### config.mk
export PLATFORM = sky130hd
export DESIGN_NAME = nx_node_outbound_flat
export DESIGN_NICKNAME = d
export VERILOG_FILES = /design/src/rtl/nx_node_outbound_if.sv /design/src/rtl/nx_node_outbound.sv /design/src/flat_wrapper.sv
export SDC_FILE = /design/constraint.sdc
export NUM_CORES = 1
export LEC_CHECK = 0
export BUFFER_PORTS_ARGS = -buffer_cell sky130_fd_sc_hd__buf_2
export CAP_MARGIN = 10
export CORE_MARGIN = 3
export CORE_UTILIZATION = 40
export CTS_CLUSTER_DIAMETER = 100
export DETAILED_ROUTE_END_ITERATION = 8
export PLACE_DENSITY = 0.68
export SETUP_SLACK_MARGIN = 0.1
export SLEW_MARGIN = 0
export SYNTH_ARGS = -nofsm -noshare
export SYNTH_HDL_FRONTEND = slang
export SYNTH_SLANG_ARGS = --single-unit
### constraint.sdc
create_clock -name i_clk -period 5.36 [get_ports i_clk]
set_clock_uncertainty 0.05 [all_clocks]
set_input_delay 0 -clock i_clk [delete_from_list [all_inputs] [get_ports i_clk]]
set_output_delay 0 -clock i_clk [all_outputs]
set_load 0.05 [all_outputs]
### src/rtl/nx_node_outbound_if.sv
// Message types and the core/egress bundle for the nx_node_outbound block.
// A message carries a header (target and source coordinates) and a payload.
// Handshake rule for every channel here: a transfer happens on a rising edge
// where valid and ready are both high; valid never waits on ready, and the
// sender holds data and valid stable until that edge.
package nx_node_pkg;
  typedef logic [3:0] coord_t;

  typedef struct packed {
    coord_t row;
    coord_t column;
  } node_coord_t;

  typedef struct packed {
    node_coord_t target;
    node_coord_t source;
  } node_header_t;

  typedef struct packed {
    node_header_t header;
    logic [15:0]  payload;
  } node_message_t;
endpackage

interface nx_node_outbound_if;
  import nx_node_pkg::*;

  // core -> FIFO
  node_message_t i_msg_data;
  logic          i_msg_valid;
  logic          o_msg_ready;

  // FIFO head -> four egress ports
  node_message_t o_north_data;
  node_message_t o_east_data;
  node_message_t o_south_data;
  node_message_t o_west_data;
  logic          o_north_valid;
  logic          o_east_valid;
  logic          o_south_valid;
  logic          o_west_valid;
  logic          i_north_ready;
  logic          i_east_ready;
  logic          i_south_ready;
  logic          i_west_ready;

  // Core and downstream links (the environment)
  modport master (
    output i_msg_data, i_msg_valid,
    output i_north_ready, i_east_ready, i_south_ready, i_west_ready,
    input  o_msg_ready,
    input  o_north_data, o_east_data, o_south_data, o_west_data,
    input  o_north_valid, o_east_valid, o_south_valid, o_west_valid
  );

  // The outbound block itself
  modport slave (
    input  i_msg_data, i_msg_valid,
    input  i_north_ready, i_east_ready, i_south_ready, i_west_ready,
    output o_msg_ready,
    output o_north_data, o_east_data, o_south_data, o_west_data,
    output o_north_valid, o_east_valid, o_south_valid, o_west_valid
  );
endinterface

### src/rtl/nx_node_outbound.sv
// nx_node_outbound: egress FIFO that routes each message from the execution
// core to one of four neighbour links by comparing its target coordinates
// with this node's coordinates (row first, then column). Self-addressed
// messages are dropped and flagged.
// Optional macro NX_OUTBOUND_STATS_EN: when defined, o_sent_count counts
// egress handshakes (saturating); otherwise it is tied to zero.
module nx_node_outbound
  import nx_node_pkg::*;
#(
  parameter int FIFO_DEPTH = 4
) (
  input  logic                i_clk,
  input  logic                i_rst,
  input  coord_t              i_node_row,
  input  coord_t              i_node_col,
  nx_node_outbound_if.slave   bus,
  output logic                o_idle,
  output logic                o_self_drop,
  output logic [15:0]         o_sent_count
);

  localparam int AW = $clog2(FIFO_DEPTH);

  typedef enum logic [2:0] {
    RT_NORTH,
    RT_EAST,
    RT_SOUTH,
    RT_WEST,
    RT_SELF
  } route_t;

  node_message_t mem [FIFO_DEPTH];
  logic [AW:0]   wptr;
  logic [AW:0]   rptr;
  logic          empty;
  logic          full;
  logic          push;
  logic          pop;
  logic          drop_now;
  logic          head_valid;
  logic          sel_ready;
  node_message_t head;
  route_t        route_calc;
  route_t        route_q;
  route_t        route_sel;
  logic          presented_q;

  assign empty = (wptr == rptr);
  assign full  = (wptr[AW] != rptr[AW]) && (wptr[AW-1:0] == rptr[AW-1:0]);
  assign head  = mem[rptr[AW-1:0]];

  // Route the current head against this node's coordinates
  always_comb begin
    route_calc = RT_SELF;
    if (head.header.target.row < i_node_row)
      route_calc = RT_NORTH;
    else if (head.header.target.row > i_node_row)
      route_calc = RT_SOUTH;
    else if (head.header.target.column < i_node_col)
      route_calc = RT_WEST;
    else if (head.header.target.column > i_node_col)
      route_calc = RT_EAST;
  end

  // Once a head is on an egress port its direction is frozen, so a change of
  // node coordinates cannot move a message that a neighbour is already seeing.
  assign route_sel  = presented_q ? route_q : route_calc;
  assign head_valid = !empty && (route_sel != RT_SELF);
  assign drop_now   = !empty && (route_sel == RT_SELF);

  // Pick the ready of the selected direction
  always_comb begin
    sel_ready = 1'b0;
    case (route_sel)
      RT_NORTH: sel_ready = bus.i_north_ready;
      RT_EAST:  sel_ready = bus.i_east_ready;
      RT_SOUTH: sel_ready = bus.i_south_ready;
      RT_WEST:  sel_ready = bus.i_west_ready;
      default:  sel_ready = 1'b0;
    endcase
  end

  assign pop             = drop_now || (head_valid && sel_ready);
  assign bus.o_msg_ready = !full && !i_rst;
  assign push            = bus.i_msg_valid && bus.o_msg_ready;

  assign bus.o_north_data  = head;
  assign bus.o_east_data   = head;
  assign bus.o_south_data  = head;
  assign bus.o_west_data   = head;
  assign bus.o_north_valid = head_valid && (route_sel == RT_NORTH);
  assign bus.o_east_valid  = head_valid && (route_sel == RT_EAST);
  assign bus.o_south_valid = head_valid && (route_sel == RT_SOUTH);
  assign bus.o_west_valid  = head_valid && (route_sel == RT_WEST);

  assign o_idle = empty;

  // FIFO storage and wrapping pointers
  always_ff @(posedge i_clk) begin
    if (i_rst) begin
      wptr <= '0;
      rptr <= '0;
      for (int i = 0; i < FIFO_DEPTH; i++) mem[i] <= '0;
    end else begin
      if (push) begin
        mem[wptr[AW-1:0]] <= bus.i_msg_data;
        wptr              <= wptr + 1'b1;
      end
      if (pop) rptr <= rptr + 1'b1;
    end
  end

  // Track whether the current head has been shown and latch its direction
  always_ff @(posedge i_clk) begin
    if (i_rst) begin
      presented_q <= 1'b0;
      route_q     <= RT_NORTH;
    end else if (pop) begin
      presented_q <= 1'b0;
    end else if (head_valid) begin
      presented_q <= 1'b1;
      route_q     <= route_sel;
    end
  end

  // Sticky self-drop flag, cleared only by reset
  always_ff @(posedge i_clk) begin
    if (i_rst)         o_self_drop <= 1'b0;
    else if (drop_now) o_self_drop <= 1'b1;
  end

`ifdef NX_OUTBOUND_STATS_EN
  logic [15:0] sent_q;

  // Count egress handshakes, saturating at all ones
  always_ff @(posedge i_clk) begin
    if (i_rst)
      sent_q <= '0;
    else if (head_valid && sel_ready && (sent_q != 16'hFFFF))
      sent_q <= sent_q + 16'd1;
  end

  assign o_sent_count = sent_q;
`else
  assign o_sent_count = 16'd0;
`endif

endmodule
### src/flat_wrapper.sv
// flat-port wrapper written by rule: the top's interface ports become plain ports
module nx_node_outbound_flat import nx_node_pkg::*;
#(
  parameter int FIFO_DEPTH = 4
)
  (i_clk, i_rst, i_node_row, i_node_col, o_idle, o_self_drop, o_sent_count, bus_i_msg_data, bus_i_msg_valid, bus_i_north_ready, bus_i_east_ready, bus_i_south_ready, bus_i_west_ready, bus_o_msg_ready, bus_o_north_data, bus_o_east_data, bus_o_south_data, bus_o_west_data, bus_o_north_valid, bus_o_east_valid, bus_o_south_valid, bus_o_west_valid);
  nx_node_outbound_if bus_i ();
  input  logic i_clk;
  input  logic i_rst;
  input  coord_t i_node_row;
  input  coord_t i_node_col;
  output logic o_idle;
  output logic o_self_drop;
  output logic [15:0] o_sent_count;
  input wire logic [$bits(bus_i.i_msg_data)-1:0] bus_i_msg_data;
  input wire logic [$bits(bus_i.i_msg_valid)-1:0] bus_i_msg_valid;
  input wire logic [$bits(bus_i.i_north_ready)-1:0] bus_i_north_ready;
  input wire logic [$bits(bus_i.i_east_ready)-1:0] bus_i_east_ready;
  input wire logic [$bits(bus_i.i_south_ready)-1:0] bus_i_south_ready;
  input wire logic [$bits(bus_i.i_west_ready)-1:0] bus_i_west_ready;
  output wire logic [$bits(bus_i.o_msg_ready)-1:0] bus_o_msg_ready;
  output wire logic [$bits(bus_i.o_north_data)-1:0] bus_o_north_data;
  output wire logic [$bits(bus_i.o_east_data)-1:0] bus_o_east_data;
  output wire logic [$bits(bus_i.o_south_data)-1:0] bus_o_south_data;
  output wire logic [$bits(bus_i.o_west_data)-1:0] bus_o_west_data;
  output wire logic [$bits(bus_i.o_north_valid)-1:0] bus_o_north_valid;
  output wire logic [$bits(bus_i.o_east_valid)-1:0] bus_o_east_valid;
  output wire logic [$bits(bus_i.o_south_valid)-1:0] bus_o_south_valid;
  output wire logic [$bits(bus_i.o_west_valid)-1:0] bus_o_west_valid;
  assign bus_i.i_msg_data = bus_i_msg_data;
  assign bus_i.i_msg_valid = bus_i_msg_valid;
  assign bus_i.i_north_ready = bus_i_north_ready;
  assign bus_i.i_east_ready = bus_i_east_ready;
  assign bus_i.i_south_ready = bus_i_south_ready;
  assign bus_i.i_west_ready = bus_i_west_ready;
  assign bus_o_msg_ready = bus_i.o_msg_ready;
  assign bus_o_north_data = bus_i.o_north_data;
  assign bus_o_east_data = bus_i.o_east_data;
  assign bus_o_south_data = bus_i.o_south_data;
  assign bus_o_west_data = bus_i.o_west_data;
  assign bus_o_north_valid = bus_i.o_north_valid;
  assign bus_o_east_valid = bus_i.o_east_valid;
  assign bus_o_south_valid = bus_i.o_south_valid;
  assign bus_o_west_valid = bus_i.o_west_valid;
  nx_node_outbound #(.FIFO_DEPTH(FIFO_DEPTH)) u_core (.i_clk(i_clk), .i_rst(i_rst), .i_node_row(i_node_row), .i_node_col(i_node_col), .bus(bus_i), .o_idle(o_idle), .o_self_drop(o_self_drop), .o_sent_count(o_sent_count));
endmodule
# == Word-level counts from Yosys, hierarchy flattened ==
# Memories as Yosys holds them, arrays and structs flattened. A register that Yosys moved wholly into a read port is not among the register bits.
# Cells that the tools add are included.
# word_totals
ff_bits,11
ram_bits,128
memories,1
# mem_list
memory,depth,word_bits,rd,rd_ports_with_merged_regs,write_ports,line_no,rtl
u_core.mem,4,32,1,1,4,nx_node_outbound.sv:32,node_message_t mem [FIFO_DEPTH];
# op_classes
add_sub_neg,2
order_cmp,4
eq_ne,8
muxes,16
n_bitwise,1
n_reduce_logical,18
# ops
op,count
$mux 32,1
$reduce_or 32->1,1
$mux 3,5
$logic_and 1x1->1,10
$gt 4x4->1,2
$lt 4x4->1,2
$add 3x1->3 const B,2
$eq 3x2->1 const B,2
$mux 1,6
$mux 2,3
$pmux 1 s4,1
$eq 3x1->1 const B,1
$eq 3x3->1,1
$eq 3x3->1 const B,1
$logic_not 1->1,3
$logic_not 3->1,1
$ne 3x3->1 const B,1
$eq 2x2->1,1
$reduce_and 2->1,1
$reduce_or 2->1,1
$logic_or 1x1->1,1
$ne 1x1->1,1
$not 1->1,1

# == Depth between registers and ports, before layout ==
# Gate-level depths: netlist (run 1).
# logic_depth
ltp_word,12
mapped_depth,11
ltp_nobuf,10

# == Worst setup path after synthesis (run 1) ==
# OpenSTA, ideal clock, no wires.
# synth_path
path_kind,reg2out
start,register (tool-made name)
end,output port bus_o_north_valid
arrival_ns,4.227
path_slack_ns,1.083
path_stages_with_launch,9
path_buffers,2
path_cell_list,dfxtp_1 clkbuf_1 buf_1 mux4_2 ha_1 or4b_4 a32oi_1 nand2_1 nor3_1
# synth_lines
element,line_no,rtl
to (decl),flat_wrapper.sv:26,output wire logic [$bits(bus_i.o_north_valid)-1:0] bus_o_north_valid;

==> results of run 1 <==
==> what timing repair did <==
| item | 4_1_cts | 5_1_grt |
|---|---|---|
| hold endpoints to repair | 136 | 0 |
| resized for setup | 0 | 0 |
| hold buffers | 33 | 0 |
==> metrics by stage <==
stage / utilization / cells / power, W / setup slack [ns]
after floorplan: - / 568 / 0.00314 / 1.08
after global placement: 0.429 / 844 / 0.00325 / 1.73
after detailed placement: 0.429 / 844 / 0.00327 / 1.63
after CTS: 0.477 / 908 / 0.00436 / 1.46
after global routing: 0.477 / 908 / 0.00449 / 1.18
final: 0.477 / 908 / 0.00433 / 1.51
==> critical path, stage by stage (launching register included) <==
cell      delay, ns
dfxtp_2        0.91
mux4_2         0.49
ha_1           0.35
a21oi_1        0.27
a311oi_2       0.19
a32oi_1        0.43
nand2_1        0.17
nor3_1         0.25
buf_2          0.30
==> registers in the layout, indices dropped and copies added, names as in the netlist, named ones only <==
| name | cells |
|---|---|
| u_core.mem | 128 |
| u_core.o_self_drop | 1 |
| u_core.presented_q | 1 |
| u_core.route_q | 3 |
| u_core.rptr | 3 |
| u_core.wptr | 3 |
==> area by class of cell <==
cell class / instances / area [µm²]
Clock buffer: 20 / 437
Clock inverter: 11 / 101
Fill cell: 1613 / 9430
Inverter: 14 / 52.6
Multi-Input combinational cell: 275 / 2350
Sequential cell: 141 / 4110
Tap cell: 229 / 287
Timing Repair Buffer: 218 / 1270
==> where the power goes <==
| group | switching, W | total (W) | internal [W] |
|---|---|---|---|
| combinational | 0.00145 | 0.00189 | 0.000446 |
| sequential | 0.0000701 | 0.00136 | 0.00129 |
| clock | 0.000411 | 0.00108 | 0.000670 |
| total | 0.00193 | 0.00433 | 0.00240 |
==> cell usage in the layout, fill, tap and decap left out, types with 4 or more instances in the layout <==
| master | Yosys | routed |
|---|---|---|
| clkinv_1 | 0 | 5 |
| mux4_2 | 32 | 32 |
| a21oi_1 | 6 | 6 |
| conb_1 | 1 | 16 |
| nand2_1 | 8 | 8 |
| and2_1 | 99 | 99 |
| edfxtp_1 | 128 | 128 |
| inv_1 | 14 | 14 |
| nor2_1 | 13 | 12 |
| nand2b_1 | 4 | 4 |
| xor2_1 | 4 | 4 |
| buf_4 | 113 | 4 |
| buf_2 | 0 | 181 |
| and3_1 | 34 | 34 |
| dlygate4sd3_1 | 0 | 33 |
| ha_1 | 10 | 10 |
| nor3_1 | 4 | 4 |
| dfxtp_1 | 13 | 11 |
| clkbuf_16 | 0 | 17 |
==> metal layers <==
metal | track usage | part of all wire | vias to the layer above
met4 | 0.0540 | 0.017 | 0
li1 | - | - | 2081
met3 | 0.0381 | 0.054 | 21
met1 | 0.201 | 0.43 | 2237
met5 | 0 | 0 | -
met2 | 0.256 | 0.49 | 149
==> kinds of logic after synthesis <==
| group | count (synthesis) |
|---|---|
| and+or+nand+nor | 181 |
| buffers and inverters | 152 |
| DFF | 141 |
| muxes | 36 |
| AOI/OAI and AO/OA | 27 |
| adders and majority gates | 10 |
| xor gates and xnor gates | 5 |
| other | 1 |
==> path summary, 6_finish.rpt <==
path                           from                end  slack, ns  cells past startpoint
setup / recovery           register  bus_o_north_valid       1.51                      8
hold / removal     bus_i_west_ready  u_core.route_q[1]       0.21                      5
hold reg to reg   u_core.route_q[2]  u_core.route_q[2]       0.43                      1
setup reg to reg           register           register       1.67                      9
==> reports/metrics.yaml, run 1 <==
outcome:
  status: "finished, final reports clean"
synth:
  synth.area.top_cells: "edfxtp_1, buf_4, mux4_2"
  syn_inst: 553
  async_flop_share: 0
  synth_top_cell_by_area: "edfxtp_1"
  yosysMostFrequentCell: "edfxtp_1"
  synthSimpleGateAreaFrac: 0.149
  synth_edf_count: 128
  synth_fa_ha_area_frac: 0.0169
  ys_warn_count: 0
  synthTopCellsByCount: "edfxtp_1, buf_4, and2_1"
  synth_top_area_share: 0.521
  synth_compound_area_frac: 0.0324
  synth_cell_type_count: 50
  ys_seq_area_frac: 0.556
  synth_top_family_by_area: "simple AND/OR/NAND/NOR gates"
  synth_top_flop_cell: "edfxtp_1"
  syn_area_um2: 7380
  synth-seq-cells: 141
  synth_mux_area_frac: 0.103
  synth.avg_cell_area_um2: 13.3
  synth-xor-area-share: 0.00593
die:
  coreArea_um2: 18000
  initial_core_util: 0.410
  ios: 198
  die_area_um2: 20100
  die_w_um: 142
  die_height_um: 142
  std_cell_rows: 49
detailed_routing:
  via_count: 4488
  ant_nets: 0
  viasPerCell: 4.94
  drc: 0
  first_iter_violations: 486
  routedWlPerCell_um: 17.1
  drtPass1Iterations: 4
  drt-total-wl_mm: 15.5
pwr:
  ir_drop_v: 0.000279
  power_leakage_nw: 3.73
  power_density_nw_per_um2: 504
cells_and_area:
  fin_area_um2: 8600
  num_antenna_cells: 0
  fin_nets: 724
  syn_to_final_growth_pct: 16.5
  drive_gt1_frac: 0.389
cts:
  cts_tree: "done"
  worstSkewPairLatency_ns: 0.42
  cts-root-buf: "clkbuf_16"
  path_clk_slew_ns: 0.06
  numCtsBuffers: 17
  clockBufferDepth: 2
  post_cts_buffers: 0
  h-tree-depth: 4
  cts_sinks: 141
min_path:
  hold_path_class: "in2reg"
job:
  cap_violations: 0
place:
  port_buffers: 181
  dpl_cell_area_um2: 7730
  dp_hpwl_mm: 10.2
  globalplace.congestion: 0.870
grt:
  grt_util_all_layers: 0.155
  grt_remaining_overflow: 0
  grt_pass1_vias: 4387
  antenna_found_initial: 0
  grt_max_degree: 35
  grt_pass1_wl_mm: 24.0
timing:
  period_share: 0.717
  min_period_ns: 3.85
  hold_viol_final: 0
  setup_tns_ns: 0
  setup_viol: 0
  rsz0062_at_grt: "no"
  holdWs_ns: 0.206
  max_slew_margin: 0.343
  tightest_slew_ns: 0.985
  max_freq_ghz: 0.260
  final_max_slew_viol_count: 0
critical_path:
  crit_path_end_kind: "output port"
  critical_path_class: "reg2out"
  worst_ep_required_time_ns: 5.31
  critPathLaunchType: "register"
  critPathMaxFanout: 32
  crit_arrival_ns: 3.80
(Power assumes the default switching activity.)
==> run 2, diff against run 1 <==
- clock period: 5.36 -> 3.6 ns (I/O delays scaled with it)
==> run 2 against run 1 <==
Via count grew 0.42%; total power grew 54%; utilization grew 1.1 points; critical endpoint unchanged.
==> reports/metrics.yaml, run 2 (same netlist as run 1, synthesis figures left out) <==
outcome:
  status: "finished, final reports clean"  # unchanged
die:
  die_w_um: 142  # unchanged
  std_cell_rows: 49  # unchanged
  ios: 198  # unchanged
  initial_core_util: 0.410  # unchanged
  die_area_um2: 20100  # unchanged
  die_height_um: 142  # unchanged
  coreArea_um2: 18000  # unchanged
timing:
  rsz0062_at_grt: "no"  # unchanged
  setup_viol: 0  # unchanged
  max_slew_margin: 0.325  # was 0.343
  min_period_ns: 3.37
  tightest_slew_ns: 1.01  # was 0.985 ns
  period_share: 0.936
  final_max_slew_viol_count: 0  # unchanged
  hold_viol_final: 0  # unchanged
  worst_slack_ns: 0.229  # was 1.51 ns
  max_freq_ghz: 0.297
  setup_tns_ns: 0  # unchanged
min_path:
  hp-start: "bus_i_msg_valid"  # was bus_i_west_ready
  min_to: "u_core.wptr[1]"  # was u_core.route_q[1]
  hold_path_class: "in2reg"  # unchanged
  whs_path_depth: 4  # was 5
cells_and_area:
  multi_input_area_um2: 2390  # was 2350 µm²
  top_register: "u_core.mem"  # unchanged
  drive_gt1_frac: 0.415  # was 0.389
  syn_to_final_growth_pct: 19.1  # was 16.5%
  fin_area_um2: 8790  # was 8600 µm²
  nFillCells: 1599  # was 1613
  most-common-layout-cells: "buf_2, edfxtp_1, and2_1, and3_1, dlygate4sd3_1"  # unchanged
  num_antenna_cells: 0  # unchanged
  largest_reg_flops: 128  # unchanged
  final_core_util: 0.488  # was 0.477
  regArea_um2: 4110  # about the same
  fin_nets: 735  # was 724
  final_common_cell: "buf_2"  # unchanged
critical_path:
  max_stage_delay_ns: 0.58  # was 0.91 ns
  critical-path-slowest-cell: "mux4_2"  # was dfxtp_2
  path_cells: "mux4_2 > ha_1 > or4b_4 > a32oi_2 > nand2_1 > nor3_2 > buf_2"  # was mux4_2 > ha_1 > a21oi_1 > a311oi_2 > a32oi_1 > nand2_1 > nor3_1 > buf_2
  critPathMaxFanout: 11  # was 32
  critical_path_class: "reg2out"  # unchanged
  critPathLaunchType: "register"  # unchanged
  worst_ep_required_time_ns: 3.55  # was 5.31 ns
  crit_arrival_ns: 3.32  # was 3.80 ns
  reg2regPathDepth: 9  # unchanged
  regToRegSetupSlack_ns: 0.28  # was 1.67 ns
  crit_path_end_kind: "output port"  # unchanged
grt:
  antenna_found_initial: 0  # unchanged
  grt_util_all_layers: 0.162  # was 0.155
  grt_remaining_overflow: 0  # unchanged
  grt_max_degree: 34  # was 35
  grt_pass1_wl_mm: 25.0  # was 24.0 mm
  grt_pass1_vias: 4751  # was 4387
cts:
  h-tree-depth: 4  # unchanged
  clockBufferDepth: 2  # unchanged
  cts-root-buf: "clkbuf_16"  # unchanged
  worstSkewPairLatency_ns: 0.41  # was 0.42 ns
  cts_sinks: 141  # unchanged
  cts_tree: "done"  # unchanged
  numCtsBuffers: 17  # unchanged
  path_clk_slew_ns: 0.06  # about the same
pwr:
  power_density_nw_per_um2: 759  # was 504 nW/µm²
  power_leakage_nw: 3.82  # was 3.73 nW
  power.total_w: 0.00667  # was 0.00433 W
  ir_drop_v: 0.000477  # was 0.000279 V
detailed_routing:
  viasPerCell: 4.91  # was 4.94
  drt-total-wl_mm: 16.3  # was 15.5 mm
  drc: 0  # unchanged
  via_count: 4507  # was 4488
  routedWlPerCell_um: 17.7  # was 17.1 µm
  first_iter_violations: 309  # was 486
  drtPass1Iterations: 5  # was 4
  ant_nets: 0  # unchanged
place:
  dp_hpwl_mm: 10.6  # was 10.2 mm
  port_buffers: 181  # unchanged
  pre_cts_ws_ns: 0.175  # was 1.63 ns
  dpl_cell_area_um2: 7810  # was 7730 µm²
  globalplace.congestion: 0.820  # was 0.870
job:
  cap_violations: 0  # unchanged
-- run 2: worst max path at each step --
stage                         from                end  slack [ns]  cells past startpoint
final                     register  bus_o_north_valid        0.23                      7
after global routing      register  bus_o_north_valid        0.09                      7
after CTS                 register  bus_o_north_valid        0.14                      8
after detailed placement  register           register        0.17                      8
after global placement    register           register        0.24                      9
after floorplan           register           register        0.15                     11
-- run 2: worst max-delay path, delay by kind of cell (launching register included) --
family / cells / cell delay [ns]
AO/OA/AOI/OAI: 1 / 0.35
buffers and inverters: 1 / 0.29
multiplexers: 1 / 0.58
flip-flops: 1 / 0.46
AND/OR/NAND/NOR: 3 / 0.98
adder cells (fa/ha/maj): 1 / 0.24
-- run 2: where the power goes --
| group | total (W) | switching (W) | leakage [nW] | internal [W] |
|---|---|---|---|---|
| registers | 0.00199 | 0.0000748 | 1.44 | 0.00191 |
| logic | 0.00290 | 0.00221 | 2.09 | 0.000687 |
| clock network | 0.00178 | 0.000634 | 0.289 | 0.00115 |
| total | 0.00667 | 0.00292 | 3.82 | 0.00375 |
-- run 2: repair_timing --
action,4_1_cts,5_1_grt
resized for setup,2,3
buffers inserted,0,2
cloned,0,0
setup endpoints to repair,4,6
pin swaps,0,2
hold buffers,33,0
endpoints found under the hold margin,136,0
-- run 2: metal layers --
layer	wire length, µm	GRT usage	up-vias	share of wire
li1	-	-	2101	-
met1	6160	0.189	2231	0.38
met2	8790	0.285	155	0.54
met3	1070	0.0347	20	0.066
met4	235	0.0722	0	0.014
met5	0	0	-	0
-- run 2: final cells by class --
type,instances,area share
Sequential cell,141,0.468
Tap cell,229,0.0326
Inverter,14,0.00598
Multi-Input combinational cell,275,0.272
Clock inverter,12,0.0195
Timing Repair Buffer,229,0.153
Clock buffer,18,0.0488
-- run 2: metrics by stage --
| step | hold slack (ns) | std cells |
|---|---|---|
| after floorplan | 0.148 | 568 |
| after global placement | 0.257 | 853 |
| after detailed placement | 0.261 | 853 |
| after CTS | 0.0925 | 916 |
| after global routing | 0.112 | 918 |
| final | 0.103 | 918 |
